`src/rtl/multibyte_add_seq_pkg.sv`:
```
`default_nettype none
// ============================================================================
//  Module   : multibyte_add_seq_pkg
//  Purpose  : Shared definitions for the byte-serial multi-precision adder.
//             - FSM state encoding for the sequencer
//             - Byte width of the shared adder datapath
//  Revision : 1.0  - initial release
// ============================================================================
package multibyte_add_seq_pkg;

  // Width of one adder slice; the whole datapath is built around it.
  localparam int BYTE_W = 8;

  // Sequencer states. Encoding is fixed so that it stays stable across
  // revisions and in debug dumps; the value 2'd3 is never entered.
  typedef enum logic [1:0] {
    ST_IDLE = 2'd0,
    ST_RUN  = 2'd1,
    ST_DONE = 2'd2
  } state_t;

endpackage : multibyte_add_seq_pkg
`default_nettype wire

```
`src/rtl/multibyte_add_seq_adder8bit.sv`:
```
`default_nettype none
// ============================================================================
//  Module   : adder8Bit
//  Purpose  : Purely combinational 8-bit adder with carry-in and carry-out.
//             This is the existing byte adder reused by the sequencer.
//  Ports    : Cin  in   1  carry-in
//             A    in   8  operand A
//             B    in   8  operand B
//             Cout out  1  carry-out of bit 7
//             S    out  8  sum bits
//  Revision : 1.0  - initial release
// ============================================================================
module adder8Bit (
  input  logic       Cin,
  input  logic [7:0] A,
  input  logic [7:0] B,
  output logic       Cout,
  output logic [7:0] S
);

  // Zero-extend to 9 bits so the carry out appears as the top bit.
  assign {Cout, S} = {1'b0, A} + {1'b0, B} + {8'b0, Cin};

endmodule : adder8Bit
`default_nettype wire

```
`src/rtl/multibyte_add_seq.sv`:
```
`default_nettype none
// ============================================================================
//  Module   : multibyte_add_seq
//  Purpose  : Byte-serial multi-precision adder controller. Latches two
//             NBYTES-wide operands plus a carry-in on start, then walks a
//             single shared adder8Bit across the bytes, least-significant
//             byte first, chaining the carry through a register. Presents the
//             wide sum, carry-out and signed overflow with a one-cycle done.
//  Ports    : clk       in   1  system clock, rising edge
//             reset     in   1  asynchronous active-high reset
//             start     in   1  operation request, sampled only in IDLE
//             cin       in   1  carry-in for byte 0, latched with start
//             a         in   W  operand A, latched with start
//             b         in   W  operand B, latched with start
//             busy      out  1  high while bytes are being processed
//             done      out  1  one-cycle pulse, result valid
//             sum       out  W  result, held until the next accepted start
//             cout      out  1  carry out of the most significant byte
//             overflow  out  1  two's-complement overflow of the W-bit add
//  Revision : 1.0  - initial release
// ============================================================================
module multibyte_add_seq
  import multibyte_add_seq_pkg::*;
#(
  parameter int NBYTES = 4,
  // Derived; leave at default.
  parameter int IDXW   = (NBYTES > 1) ? $clog2(NBYTES) : 1
) (
  input  logic                       clk,
  input  logic                       reset,
  input  logic                       start,
  input  logic                       cin,
  input  logic [BYTE_W*NBYTES-1:0]   a,
  input  logic [BYTE_W*NBYTES-1:0]   b,
  output logic                       busy,
  output logic                       done,
  output logic [BYTE_W*NBYTES-1:0]   sum,
  output logic                       cout,
  output logic                       overflow
);

  localparam int W = BYTE_W * NBYTES;
  // Byte index at which the operation completes (0 when NBYTES == 1).
  localparam logic [IDXW-1:0] LAST_IDX = IDXW'(NBYTES - 1);

  // --------------------------------------------------------------------------
  // State and datapath registers
  // --------------------------------------------------------------------------
  state_t            state;
  state_t            state_next;
  logic [IDXW-1:0]   idx;
  logic              carry_reg;
  logic [W-1:0]      a_reg;
  logic [W-1:0]      b_reg;
  logic [W-1:0]      sum_reg;
  logic              cout_reg;
  logic              ovf_reg;

  // --------------------------------------------------------------------------
  // Byte selection. A shift by idx*8 is used instead of an indexed
  // part-select so the selector width follows IDXW exactly.
  // --------------------------------------------------------------------------
  logic [IDXW+2:0]   byte_shamt;
  logic [BYTE_W-1:0] a_byte;
  logic [BYTE_W-1:0] b_byte;
  logic [BYTE_W-1:0] add_s;
  logic              add_cout;
  logic              last_byte;
  logic              byte_ovf;
  logic [W-1:0]      sum_merged;

  assign byte_shamt = {idx, 3'b000};
  assign a_byte     = BYTE_W'(a_reg >> byte_shamt);
  assign b_byte     = BYTE_W'(b_reg >> byte_shamt);
  assign last_byte  = (idx == LAST_IDX);

  // Signed overflow of the full-width add depends only on the top byte:
  // like-signed operands producing a result of the opposite sign.
  assign byte_ovf   = (a_byte[BYTE_W-1] == b_byte[BYTE_W-1]) &&
                      (add_s[BYTE_W-1] != a_byte[BYTE_W-1]);

  // Replace only the byte currently being processed; the other bytes keep
  // whatever earlier cycles (or the previous operation) left there.
  assign sum_merged = (sum_reg & ~(W'({BYTE_W{1'b1}}) << byte_shamt)) |
                      (W'(add_s) << byte_shamt);

  // --------------------------------------------------------------------------
  // Shared byte adder
  // --------------------------------------------------------------------------
  adder8Bit u_adder (
    .Cin  (carry_reg),
    .A    (a_byte),
    .B    (b_byte),
    .Cout (add_cout),
    .S    (add_s)
  );

  // --------------------------------------------------------------------------
  // FSM: state register
  // --------------------------------------------------------------------------
  always_ff @(posedge clk or posedge reset) begin
    if (reset) begin
      state <= ST_IDLE;
    end else begin
      state <= state_next;
    end
  end

  // --------------------------------------------------------------------------
  // FSM: next-state logic. start is only looked at in IDLE, so a request
  // that stays high across RUN/DONE simply starts one further operation
  // once the sequencer is idle again.
  // --------------------------------------------------------------------------
  always_comb begin
    state_next = state;
    case (state)
      ST_IDLE: if (start)     state_next = ST_RUN;
      ST_RUN:  if (last_byte) state_next = ST_DONE;
      ST_DONE:                state_next = ST_IDLE;
      default:                state_next = ST_IDLE;
    endcase
  end

  // --------------------------------------------------------------------------
  // Datapath: operand capture, byte index, carry chain and results
  // --------------------------------------------------------------------------
  always_ff @(posedge clk or posedge reset) begin
    if (reset) begin
      idx       <= '0;
      carry_reg <= 1'b0;
      a_reg     <= '0;
      b_reg     <= '0;
      sum_reg   <= '0;
      cout_reg  <= 1'b0;
      ovf_reg   <= 1'b0;
    end else begin
      case (state)
        ST_IDLE: begin
          if (start) begin
            a_reg     <= a;
            b_reg     <= b;
            carry_reg <= cin;
            idx       <= '0;
          end
        end
        ST_RUN: begin
          sum_reg   <= sum_merged;
          carry_reg <= add_cout;
          if (last_byte) begin
            cout_reg <= add_cout;
            ovf_reg  <= byte_ovf;
            idx      <= '0;
          end else begin
            idx      <= idx + 1'b1;
          end
        end
        default: ;
      endcase
    end
  end

  // --------------------------------------------------------------------------
  // Outputs: decoded directly from registered state, no input-to-output path
  // --------------------------------------------------------------------------
  assign busy     = (state == ST_RUN);
  assign done     = (state == ST_DONE);
  assign sum      = sum_reg;
  assign cout     = cout_reg;
  assign overflow = ovf_reg;

endmodule : multibyte_add_seq
`default_nettype wire

```
`config.mk`:
```
export PLATFORM = sky130hd
export DESIGN_NAME = multibyte_add_seq
export DESIGN_NICKNAME = d
export VERILOG_FILES = /design/src/rtl/multibyte_add_seq_pkg.sv /design/src/rtl/multibyte_add_seq_adder8bit.sv /design/src/rtl/multibyte_add_seq.sv
export SDC_FILE = /design/constraint.sdc
export NUM_CORES = 1
export LEC_CHECK = 0
export BUFFER_PORTS_ARGS = -buffer_cell sky130_fd_sc_hd__clkbuf_2
export CAP_MARGIN = 15
export CORE_MARGIN = 3
export CORE_UTILIZATION = 25
export DETAILED_ROUTE_END_ITERATION = 12
export HOLD_SLACK_MARGIN = 0.15
export PLACE_DENSITY = 0.5
export SLEW_MARGIN = 20
export SYNTH_ARGS = -nofsm -noshare
export SYNTH_HDL_FRONTEND = slang
export SYNTH_SLANG_ARGS = --single-unit
export TNS_END_PERCENT = 1
```
`constraint.sdc`:
```
create_clock -name clk -period 3.85 [get_ports clk]
set_clock_uncertainty 0.1 [all_clocks]
set_input_delay 0.385 -clock clk [delete_from_list [all_inputs] [get_ports clk]]
set_output_delay 0.385 -clock clk [all_outputs]
set_load 0.01 [all_outputs]
```
==> results of run 1 <==
final cells by class:
class                           instances  area, sq um
Timing Repair Buffer                  120        673.1
Multi-Input combinational cell        180         1899
Inverter                                6        27.53
Sequential cell                       103         2577
Tap cell                              225        281.5
Clock inverter                          7        85.08
Clock buffer                            9        225.2
Fill cell                            1751        11770
per-stage QoR:
step / area, sq um / total power [mW]
6_report: 5769 / 6.182
3_3_place_gp: 5326 / 5.205
3_5_place_dp: 5326 / 5.285
4_1_cts: 5747 / 6.267
5_1_grt: 5769 / 6.691
2_1_floorplan: 4546 / 4.211
cell usage after synthesis (2+ instances only):
master | count | share of area
fa_1 | 2 | 0.0088
xnor2_1 | 2 | 0.0039
mux4_2 | 16 | 0.079
nor3b_1 | 2 | 0.0033
buf_2 | 10 | 0.011
dfrtp_1 | 103 | 0.57
nor2_1 | 4 | 0.0033
nand3_1 | 2 | 0.0022
o21ai_0 | 6 | 0.0066
nor3_1 | 2 | 0.0022
ha_1 | 11 | 0.030
mux2_2 | 64 | 0.16
a32o_1 | 9 | 0.020
a21oi_1 | 5 | 0.0055
inv_1 | 6 | 0.0050
a21o_1 | 2 | 0.0033
a22o_1 | 25 | 0.048
nand2_1 | 10 | 0.0083
xor2_1 | 2 | 0.0039
or3_1 | 3 | 0.0041
nand2b_1 | 2 | 0.0028
o21bai_1 | 3 | 0.0050
where the power goes:
group	switching [mW]	internal, mW
logic	1.73	1.49
clock network	0.435	0.519
registers	0.360	1.64
total	2.52	3.66
cell families (layout without fill, tap and decap cells):
logic type	Yosys count	count (layout)
simple gates	27	27
mux	81	81
fa+ha+maj	13	13
compound gates	55	55
buf+inv	18	142
flops	103	103
xor+xnor	4	4
cells in the final DEF (no fill, tap or decap), types with 2 or more instances in the layout:
cell type,netlist,layout
nand2b_1,2,2
dlygate4sd3_1,0,12
clkbuf_16,0,9
xor2_1,2,2
xnor2_1,2,2
nand2_1,10,10
nand3_1,2,2
a21o_1,2,2
a21oi_1,5,5
fa_1,2,2
clkbuf_2,0,103
a32o_1,9,9
o21ai_0,6,6
a22o_1,25,25
inv_6,0,5
mux2_2,64,64
inv_1,6,5
mux4_2,16,16
ha_1,11,11
nor2_1,4,4
o21bai_1,3,3
dfrtp_1,103,103
nor3_2,0,2
or3_1,3,3
buf_4,1,5
worst max-delay path: stages, from the launching register on:
cell and delay [ns]:
dfrtp_1 0.51, buf_4 0.39, mux4_2 0.60, ha_1 0.39, nand2_1 0.10, a211oi_1 0.41
o21ai_0 0.30, a32o_1 0.32
repair_timing:
action | CTS | global route
hold buffers | 11 | 1
setup buffers | 0 | 0
setup endpoints to repair | 0 | 0
resized for setup | 0 | 0
endpoints found under the hold margin | 11 | 46
path summary, 6_finish.rpt:
kind	startpoint	end	slack, ns	cells after the start
setup / recovery	idx[0]$_DFFE_PP0P_	sum[7]$_DFFE_PP0P_	0.62	7
hold / removal	a[8]	a_reg[8]$_DFFE_PP0P_	0.16	2
setup reg to reg	idx[0]$_DFFE_PP0P_	sum[7]$_DFFE_PP0P_	0.62	7
hold reg to reg	b_reg[13]$_DFFE_PP0P_	b_reg[13]$_DFFE_PP0P_	0.41	1
max in group asynchronous	reset	b_reg[7]$_DFFE_PP0P_	2.21	4
min in group asynchronous	reset	sum[11]$_DFFE_PP0P_	0.59	3
per-layer routing:
| layer | vias to the layer above | GRT usage | part of all wire |
|---|---|---|---|
| met2 | 96 | 0.2180 | 0.51 |
| met3 | 18 | 0.04410 | 0.067 |
| met5 | - | 0 | 0 |
| li1 | 1380 | - | - |
| met1 | 1532 | 0.1437 | 0.40 |
| met4 | 0 | 0.04080 | 0.020 |
==> metrics.csv, run 1 <==
stage,metric,value,unit
synth,Synth Register Bits,103,
routing,Routed Wire Length,11830,microns
cells_and_area,share of layout cells above drive strength 1,0.4941,
timing,max_slew headroom,0.4993,
global_routing,vias in the first global route,3368,
placement,routability cong.,0.8058,
routing,wire per inst,18.21,microns
synth,average cell area after synthesis,15.10,sq um
floorplan,initial core utilization,0.2592,
flow_run,Max Cap Viol,0,
timing,fmax,310.0,MHz
power_and_ir_drop,Pwr Density,1072,nW/um^2
routing,vias,3026,
routing,DR iter-0 viols,122,
timing,Setup WS post-layout,0.6241,ns
synth,largest family of logic cells by synthesized area,multiplexers,
synth,Syn Nets,382,
synth,Post-Synth XOR/XNOR Area,0.007707,
cells_and_area,fin nets,501,
routing,Vias/cell,4.655,
cells_and_area,Syn-to-layout area delta,26.92,%
setup_path,CP Data Arrival Time,3.37,ns
global_routing,GR Util All Layers,0.1251,
placement,Place WS,0.6160,ns
clock_network,clock tree root buffer cell,clkbuf_16,
timing,Final Hold Viols,0,
timing,worst-margin pin slew,0.7511,ns
synth,multiplexer share of the synthesized area,0.2400,
setup_path,Setup CP Type,flip-flop to flip-flop,
synth,Post-synth EDFFs,0,
synth,sequential fraction of the synthesis area,0.5670,
floorplan,die outline width,140.8,microns
hold_path,worst min path class,input pin to flip-flop,
synth,Mapped Cells,301,
synth,Yosys Warn Count,0,
floorplan,# rows,48,
setup_path,worst-path fanout max,17,
routing,First-pass DRT Iterations,4,
timing,Hold Worst Slack,0.1597,ns
clock_network,Clock Latency Late Sink,0.35,ns
timing,unrepaired setup endpoints after global routing,false,
floorplan,Core Region,17540,sq um
placement,detailed placement HPWL,8864,microns
synth,Main synth FF type,dfrtp_1,
timing,min cycle time layout,3.226,ns
setup_path,critical path launch point type,flip-flop,
routing,post-route ant nets,0,
timing,Tcrit/Tclk final,0.8379,
synth,Unique masters post-synth,32,
clock_network,CTS tree,built,
status,status,completed,
floorplan,Chip Height,140.8,microns
floorplan,I/O pins,104,
power_and_ir_drop,Static Leak,2.601,nW
synth,Post-Synth Simple-Gate Area,0.02890,
timing,fin. max-slew vios,0,
clock_network,Num CTS Buffers,9,
setup_path,CP endpoint kind,flip-flop,
placement,buffers added on ports,103,
floorplan,die area,19840,sq um
global_routing,GRT Residual Overflow,0,
synth,Post-Syn Area,4546,sq um
placement,cell count after placement,622,
clock_network,H-tree depth,3,
cells_and_area,n_diodes,0,
global_routing,initial antenna violation count,0,
timing,setup_tns,0,ns
clock_network,CTS clock-pin slew for the worst setup and hold paths,0.07,ns
synth,Synth Area in Compound Gates,0.09882,
synth,"FFs w/ async S/R, synth",1.000,
global_routing,largest net degree at the start of global routing,83,
clock_network,clk buf depth,2,
cells_and_area,"non-filler cells, final",650,
cells_and_area,final core occ,0.3290,
timing,"Setup violations, final",0,
routing,DRC,0,
power_and_ir_drop,Max rail drop VDD,541.0,uV
global_routing,first-pass GRT wire length,18880,microns
synth,area share of fa/ha/maj cells after synthesis,0.03909,
clock_network,clk sinks,103,
setup_path,"Data required, critical path",3.99,ns
Note: power is estimated with default switching activity, not from simulation.
==> run 2: changes to the inputs <==
clock period = 3.1 ns   (was 3.85 ns; I/O delays follow)
==> metrics.csv, run 2 (same netlist as run 1, synthesis figures left out) <==
stage,metric,value,unit,change
status,status,completed,,
timing,Setup WS post-layout,0.1733,ns,-0.4508 ns
routing,DR iter-0 viols,170,,+39%
global_routing,initial antenna violation count,0,,unchanged
global_routing,GR Util All Layers,0.1247,,-0.0004225
routing,post-route ant nets,0,,unchanged
routing,First-pass DRT Iterations,4,,unchanged
timing,max_slew headroom,0.5084,,+0.009141
setup_path,"Data required, critical path",3.25,ns,-0.74 ns
timing,fmax,341.7,MHz,+10%
power_and_ir_drop,Pwr Density,1224,nW/um^2,+14%
setup_path,Setup CP Type,flip-flop to flip-flop,,
power_and_ir_drop,Max rail drop VDD,656.5,uV,+21%
floorplan,die area,19840,sq um,unchanged
cells_and_area,fill count,1746,,-0.29%
floorplan,I/O pins,104,,unchanged
placement,routability cong.,0.7648,,-5.1%
clock_network,CTS tree,built,,
setup_path,critical path launch point type,flip-flop,,
cells_and_area,fin nets,557,,+11%
placement,detailed placement HPWL,8654,microns,-2.4%
hold_path,Hold Crit Depth,4,,+2
global_routing,first-pass GRT wire length,19160,microns,+1.5%
floorplan,Core Region,17540,sq um,unchanged
timing,"Setup violations, final",0,,unchanged
cells_and_area,"leading cell type in the layout, fill and taps excluded",clkbuf_2,,
placement,placed inst area,5375,sq um,+0.92%
hold_path,worst min path class,input pin to flip-flop,,
setup_path,worst-path fanout max,5,,-12
cells_and_area,"commonest non-fill, non-tap cells in the layout","clkbuf_2, dfrtp_1, dlygate4sd3_1",,
global_routing,largest net degree at the start of global routing,104,,+25%
timing,fin. max-slew vios,0,,unchanged
timing,worst-margin pin slew,0.7347,ns,-0.01643 ns
timing,unrepaired setup endpoints after global routing,false,,
routing,vias,3277,,+8.3%
floorplan,Chip Height,140.8,microns,unchanged
timing,Final Hold Viols,0,,unchanged
floorplan,die outline width,140.8,microns,unchanged
cells_and_area,final core occ,0.3602,,+0.03125
timing,min cycle time layout,2.927,ns,-0.2992 ns
cells_and_area,share of layout cells above drive strength 1,0.4407,,-0.05337
clock_network,clk sinks,103,,unchanged
routing,wire per inst,17.05,microns,-6.3%
flow_run,Max Cap Viol,0,,unchanged
clock_network,CTS clock-pin slew for the worst setup and hold paths,0.08,ns,about the same
clock_network,H-tree depth,3,,unchanged
cells_and_area,Syn-to-layout area delta,38.98,%,
global_routing,GRT Residual Overflow,0,,unchanged
timing,Tcrit/Tclk final,0.9441,,+0.1062
routing,Routed Wire Length,12040,microns,+1.7%
placement,cell count after placement,625,,+0.48%
cells_and_area,n_diodes,0,,unchanged
global_routing,vias in the first global route,3426,,+1.7%
clock_network,Clock Latency Late Sink,0.36,ns,about the same
cells_and_area,cell area after layout,6317,sq um,+9.5%
setup_path,CP Data Arrival Time,3.08,ns,-0.29 ns
clock_network,Num CTS Buffers,9,,unchanged
clock_network,clk buf depth,2,,unchanged
clock_network,Post-CTS Setup Inserts,0,,unchanged
routing,Vias/cell,4.642,,-0.30%
placement,Place WS,0.05773,ns,-0.5583 ns
routing,DRC,0,,unchanged
setup_path,FF-to-FF path depth,7,,unchanged
timing,Hold Worst Slack,0.2499,ns,+0.09011 ns
power_and_ir_drop,Static Leak,2.818,nW,+8.3%
placement,buffers added on ports,103,,unchanged
floorplan,# rows,48,,unchanged
cells_and_area,"non-filler cells, final",706,,+8.6%
clock_network,clock tree root buffer cell,clkbuf_16,,
setup_path,CP endpoint kind,flip-flop,,
floorplan,initial core utilization,0.2592,,unchanged
## run 2: changes by cell type in the layout (fill, tap and decap cells not counted), sizes merged
cell,before,now
buf,5,8
bufinv,1,0
clkbuf,112,113
clkinvlp,0,3
dlygate4sd3,12,65
inv,11,8
## run 2: power by group
group / switching, mW / internal (mW) / leakage, nW
sequential: 0.408 / 2.04 / 1.23
combinational: 2.23 / 1.95 / 1.46
clock: 0.545 / 0.558 / 0.132
total: 3.18 / 4.55 / 2.82
## run 2: final timing paths
kind | end | slack [ns] | from
setup / recovery | sum[14]$_DFFE_PP0P_ | 0.17 | idx[0]$_DFFE_PP0P_
hold / removal | idx[0]$_DFFE_PP0P_ | 0.25 | start
setup reg to reg | sum[14]$_DFFE_PP0P_ | 0.17 | idx[0]$_DFFE_PP0P_
hold reg to reg | sum[16]$_DFFE_PP0P_ | 0.41 | sum[16]$_DFFE_PP0P_
max in group asynchronous | idx[0]$_DFFE_PP0P_ | 1.90 | reset
min in group asynchronous | sum[19]$_DFFE_PP0P_ | 0.54 | reset
## run 2: timing repair
| item | 4_1_cts | 5_1_grt |
|---|---|---|
| hold buffers | 65 | 0 |
| setup endpoints to repair | 0 | 10 |
| gates resized for setup | 0 | 5 |
| endpoints found under the hold margin | 167 | 0 |
## run 2: critical path, stage by stage, from the launching register on
cell and delay, ns:
dfrtp_2 0.43, mux4_2 0.53, fa_1 0.45, fa_1 0.42, a21o_1 0.20, a221oi_2 0.28
xnor2_1 0.19, a22o_1 0.23
## run 2: metrics by stage
stage          power, mW  TNS (ns)
2_1_floorplan      5.254  -0.03955
3_3_place_gp       6.498         0
3_5_place_dp       6.617         0
4_1_cts            7.825         0
5_1_grt            8.312         0
6_report           7.735         0
## run 2: cell type report
cell class / instances / area (sq um) / area share
clock buffer: 10 / 229.0 / 0.03624
clock inverter: 6 / 52.55 / 0.008318
inverter: 6 / 26.28 / 0.004159
multi-input combinational: 180 / 1894 / 0.2999
sequential: 103 / 2579 / 0.4082
tap: 225 / 281.5 / 0.04456
timing repair buffer: 176 / 1255 / 0.1987
## run 2: per-layer routing
| metal | vias to the layer above | GRT usage | routed length [microns] | part of all wire |
|---|---|---|---|---|
| met1 | 1675 | 0.1681 | 5536 | 0.46 |
| li1 | 1495 | - | - | - |
| met3 | 13 | 0.03155 | 595 | 0.049 |
| met4 | 0 | 0.03672 | 165 | 0.014 |
| met2 | 94 | 0.1993 | 5740 | 0.48 |
| met5 | - | 0 | 0 | 0 |
==> run 3: changes to the inputs <==
GPL_TIMING_DRIVEN = 0   (was default)
==> metrics.csv, run 3 (same netlist as run 1, synthesis figures left out) <==
stage,metric,value,unit,change
cells_and_area,share of layout cells above drive strength 1,0.4656,,+0.02484
setup_path,critical path launch point type,flip-flop,,
global_routing,largest net degree at the start of global routing,32,,-69%
floorplan,die area,19840,sq um,unchanged
floorplan,I/O pins,104,,unchanged
setup_path,worst-path fanout max,10,,+5
cells_and_area,fin nets,570,,+2.3%
global_routing,GR Util All Layers,0.1316,,+0.006880
clock_network,clk sinks,103,,unchanged
setup_path,highest cell delay on the worst timing path,0.41,ns,-0.12 ns
global_routing,first-pass GRT wire length,19840,microns,+3.6%
cells_and_area,final core occ,0.3687,,+0.008419
clock_network,CTS clock-pin slew for the worst setup and hold paths,0.08,ns,about the same
hold_path,hold path startpoint,start,,
routing,First-pass DRT Iterations,7,,+3
placement,placed inst area,5426,sq um,+0.95%
cells_and_area,cell area after layout,6465,sq um,+2.3%
routing,Vias/cell,4.601,,-0.88%
setup_path,Crit path max-delay family,adder cells,,
timing,fin. max-slew vios,0,,unchanged
floorplan,die outline width,140.8,microns,unchanged
floorplan,Chip Height,140.8,microns,unchanged
routing,post-route ant nets,0,,unchanged
hold_path,hold worst-path end,idx[0]$_DFFE_PP0P_,,
placement,routability cong.,0.7136,,-6.7%
timing,Tcrit/Tclk final,0.9693,,+0.02523
setup_path,"Cell Chain, Critical Path","buf_8, buf_8, mux4_2, fa_2, fa_1, a21o_1, a221oi_4, xnor2_2, a22o_1",,
timing,Final Hold Viols,0,,unchanged
global_routing,vias in the first global route,3514,,+2.6%
timing,min cycle time layout,3.005,ns,+0.07821 ns
power_and_ir_drop,Max rail drop VDD,567.2,uV,-14%
timing,max_slew headroom,0.4669,,-0.04148
routing,vias,3308,,+0.95%
timing,fmax,332.8,MHz,-2.6%
clock_network,Num CTS Buffers,9,,unchanged
routing,DRC,0,,unchanged
cells_and_area,n_diodes,0,,unchanged
setup_path,"Data required, critical path",3.25,ns,about the same
clock_network,clock tree root buffer cell,clkbuf_16,,
routing,DR iter-0 viols,115,,-32%
status,status,completed,,
setup_path,Worst R2R Setup Slack,0.1,ns,-0.08 ns
setup_path,CP endpoint kind,flip-flop,,
setup_path,R2R Path Start,idx[1]$_DFFE_PP0P_,,
global_routing,initial antenna violation count,0,,unchanged
cells_and_area,fill count,1756,,+0.57%
cells_and_area,"leading cell type in the layout, fill and taps excluded",clkbuf_2,,
setup_path,Setup CP Type,flip-flop to flip-flop,,
setup_path,Buf/Inv on CP,2,,+2
routing,Routed Wire Length,12560,microns,+4.3%
placement,buffers added on ports,103,,unchanged
setup_path,cell mode on critical path,buf_8,,
timing,unrepaired setup endpoints after global routing,true,,
cells_and_area,Syn-to-layout area delta,42.22,%,
clock_network,H-tree depth,3,,unchanged
flow_run,Max Cap Viol,0,,unchanged
setup_path,critical path's slowest cell,fa_1,,
floorplan,# rows,48,,unchanged
clock_network,Clock Latency Late Sink,0.36,ns,about the same
power_and_ir_drop,Pwr Density,1229,nW/um^2,+0.37%
power_and_ir_drop,Static Leak,2.904,nW,+3.1%
placement,detailed placement HPWL,9135,microns,+5.6%
timing,setup_tns,0,ns,unchanged
setup_path,CP Data Arrival Time,3.16,ns,+0.08 ns
setup_path,FF-to-FF path depth,9,,+2
floorplan,initial core utilization,0.2592,,unchanged
clock_network,clk buf depth,2,,unchanged
hold_path,worst min path class,input pin to flip-flop,,
global_routing,GRT Residual Overflow,0,,unchanged
clock_network,CTS tree,built,,
routing,wire per inst,17.46,microns,+2.4%
cells_and_area,"commonest non-fill, non-tap cells in the layout","clkbuf_2, dfrtp_1, dlygate4sd3_1",,
setup_path,worst r2r dst,sum[6]$_DFFE_PP0P_,,
hold_path,Hold Crit Depth,4,,unchanged
timing,"Setup violations, final",0,,unchanged
floorplan,Core Region,17540,sq um,unchanged
timing,worst-margin pin slew,0.7967,ns,+0.06200 ns
==> run 3: what timing repair did <==
| action | in CTS | in global routing |
|---|---|---|
| pin swaps | 1 | 0 |
| gates cloned | 0 | 0 |
| resized for setup | 11 | 5 |
| setup endpoints to repair | 25 | 14 |
| endpoints found under the hold margin | 83 | 0 |
| hold buffers | 65 | 0 |
| setup buffers | 7 | 0 |
==> run 3: report_power, final <==
group	leakage, nW	total, mW	internal (mW)	switching [mW]
sequential	1.23	2.42	2.04	0.374
combinational	1.54	4.41	2.09	2.32
clock	0.139	1.12	0.562	0.553
total	2.90	7.94	4.70	3.25
==> run 3: per-layer routing <==
| metal | global-route usage | part of all wire | wire, microns | vias to the layer above |
|---|---|---|---|---|
| li1 | - | - | - | 1525 |
| met5 | 0 | 0 | 0 | - |
| met1 | 0.1748 | 0.47 | 5852 | 1688 |
| met3 | 0.02612 | 0.044 | 551 | 15 |
| met4 | 0.04946 | 0.018 | 221 | 0 |
| met2 | 0.2135 | 0.47 | 5932 | 80 |
==> run 3: how the worst max path moves through the flow <==
stage / start / endpoint / slack (ns) / cells past startpoint
6_report: idx[1]$_DFFE_PP0P_ / sum[6]$_DFFE_PP0P_ / 0.1 / 9
5_1_grt: idx[1]$_DFFE_PP0P_ / sum[6]$_DFFE_PP0P_ / -0.005 / 9
4_1_cts: idx[1]$_DFFE_PP0P_ / sum[6]$_DFFE_PP0P_ / 0.008 / 9
3_5_place_dp: idx[1]$_DFFE_PP0P_ / sum[6]$_DFFE_PP0P_ / -0.56 / 9
3_3_place_gp: idx[1]$_DFFE_PP0P_ / sum[6]$_DFFE_PP0P_ / -0.53 / 9
2_1_floorplan: idx[0]$_DFFE_PP0P_ / sum[14]$_DFFE_PP0P_ / -0.01 / 9
==> run 3: area by class of cell <==
class / instances / area, sq um / area share
timing repair buffer: 178 / 1279 / 0.1978
clock buffer: 9 / 225.2 / 0.03484
buffer: 11 / 90.09 / 0.01393
inverter: 6 / 26.28 / 0.004064
sequential: 103 / 2580 / 0.3991
clock inverter: 7 / 62.56 / 0.009677
multi-input combinational: 180 / 1921 / 0.2971
tap: 225 / 281.5 / 0.04355
==> run 3: worst reg2reg max path: stages, from the launching register on <==
cell      delay [ns]
dfrtp_2         0.39
buf_8           0.17
buf_8           0.18
mux4_2          0.37
fa_2            0.40
fa_1            0.41
a21o_1          0.22
a221oi_4        0.29
xnor2_2         0.16
a22o_1          0.22
==> run 3: through the flow <==
stage	power, mW	hold WS [ns]	setup WS, ns	cells
detailed placement	6.612	0.2659	-0.5572	632
global route	8.579	0.2813	-0.004997	719
finish	7.945	0.2303	0.09508	719
global placement	6.498	0.3854	-0.5349	629
CTS	8.014	0.2114	0.008234	719
floorplan	5.254	0.3616	-0.009890	301
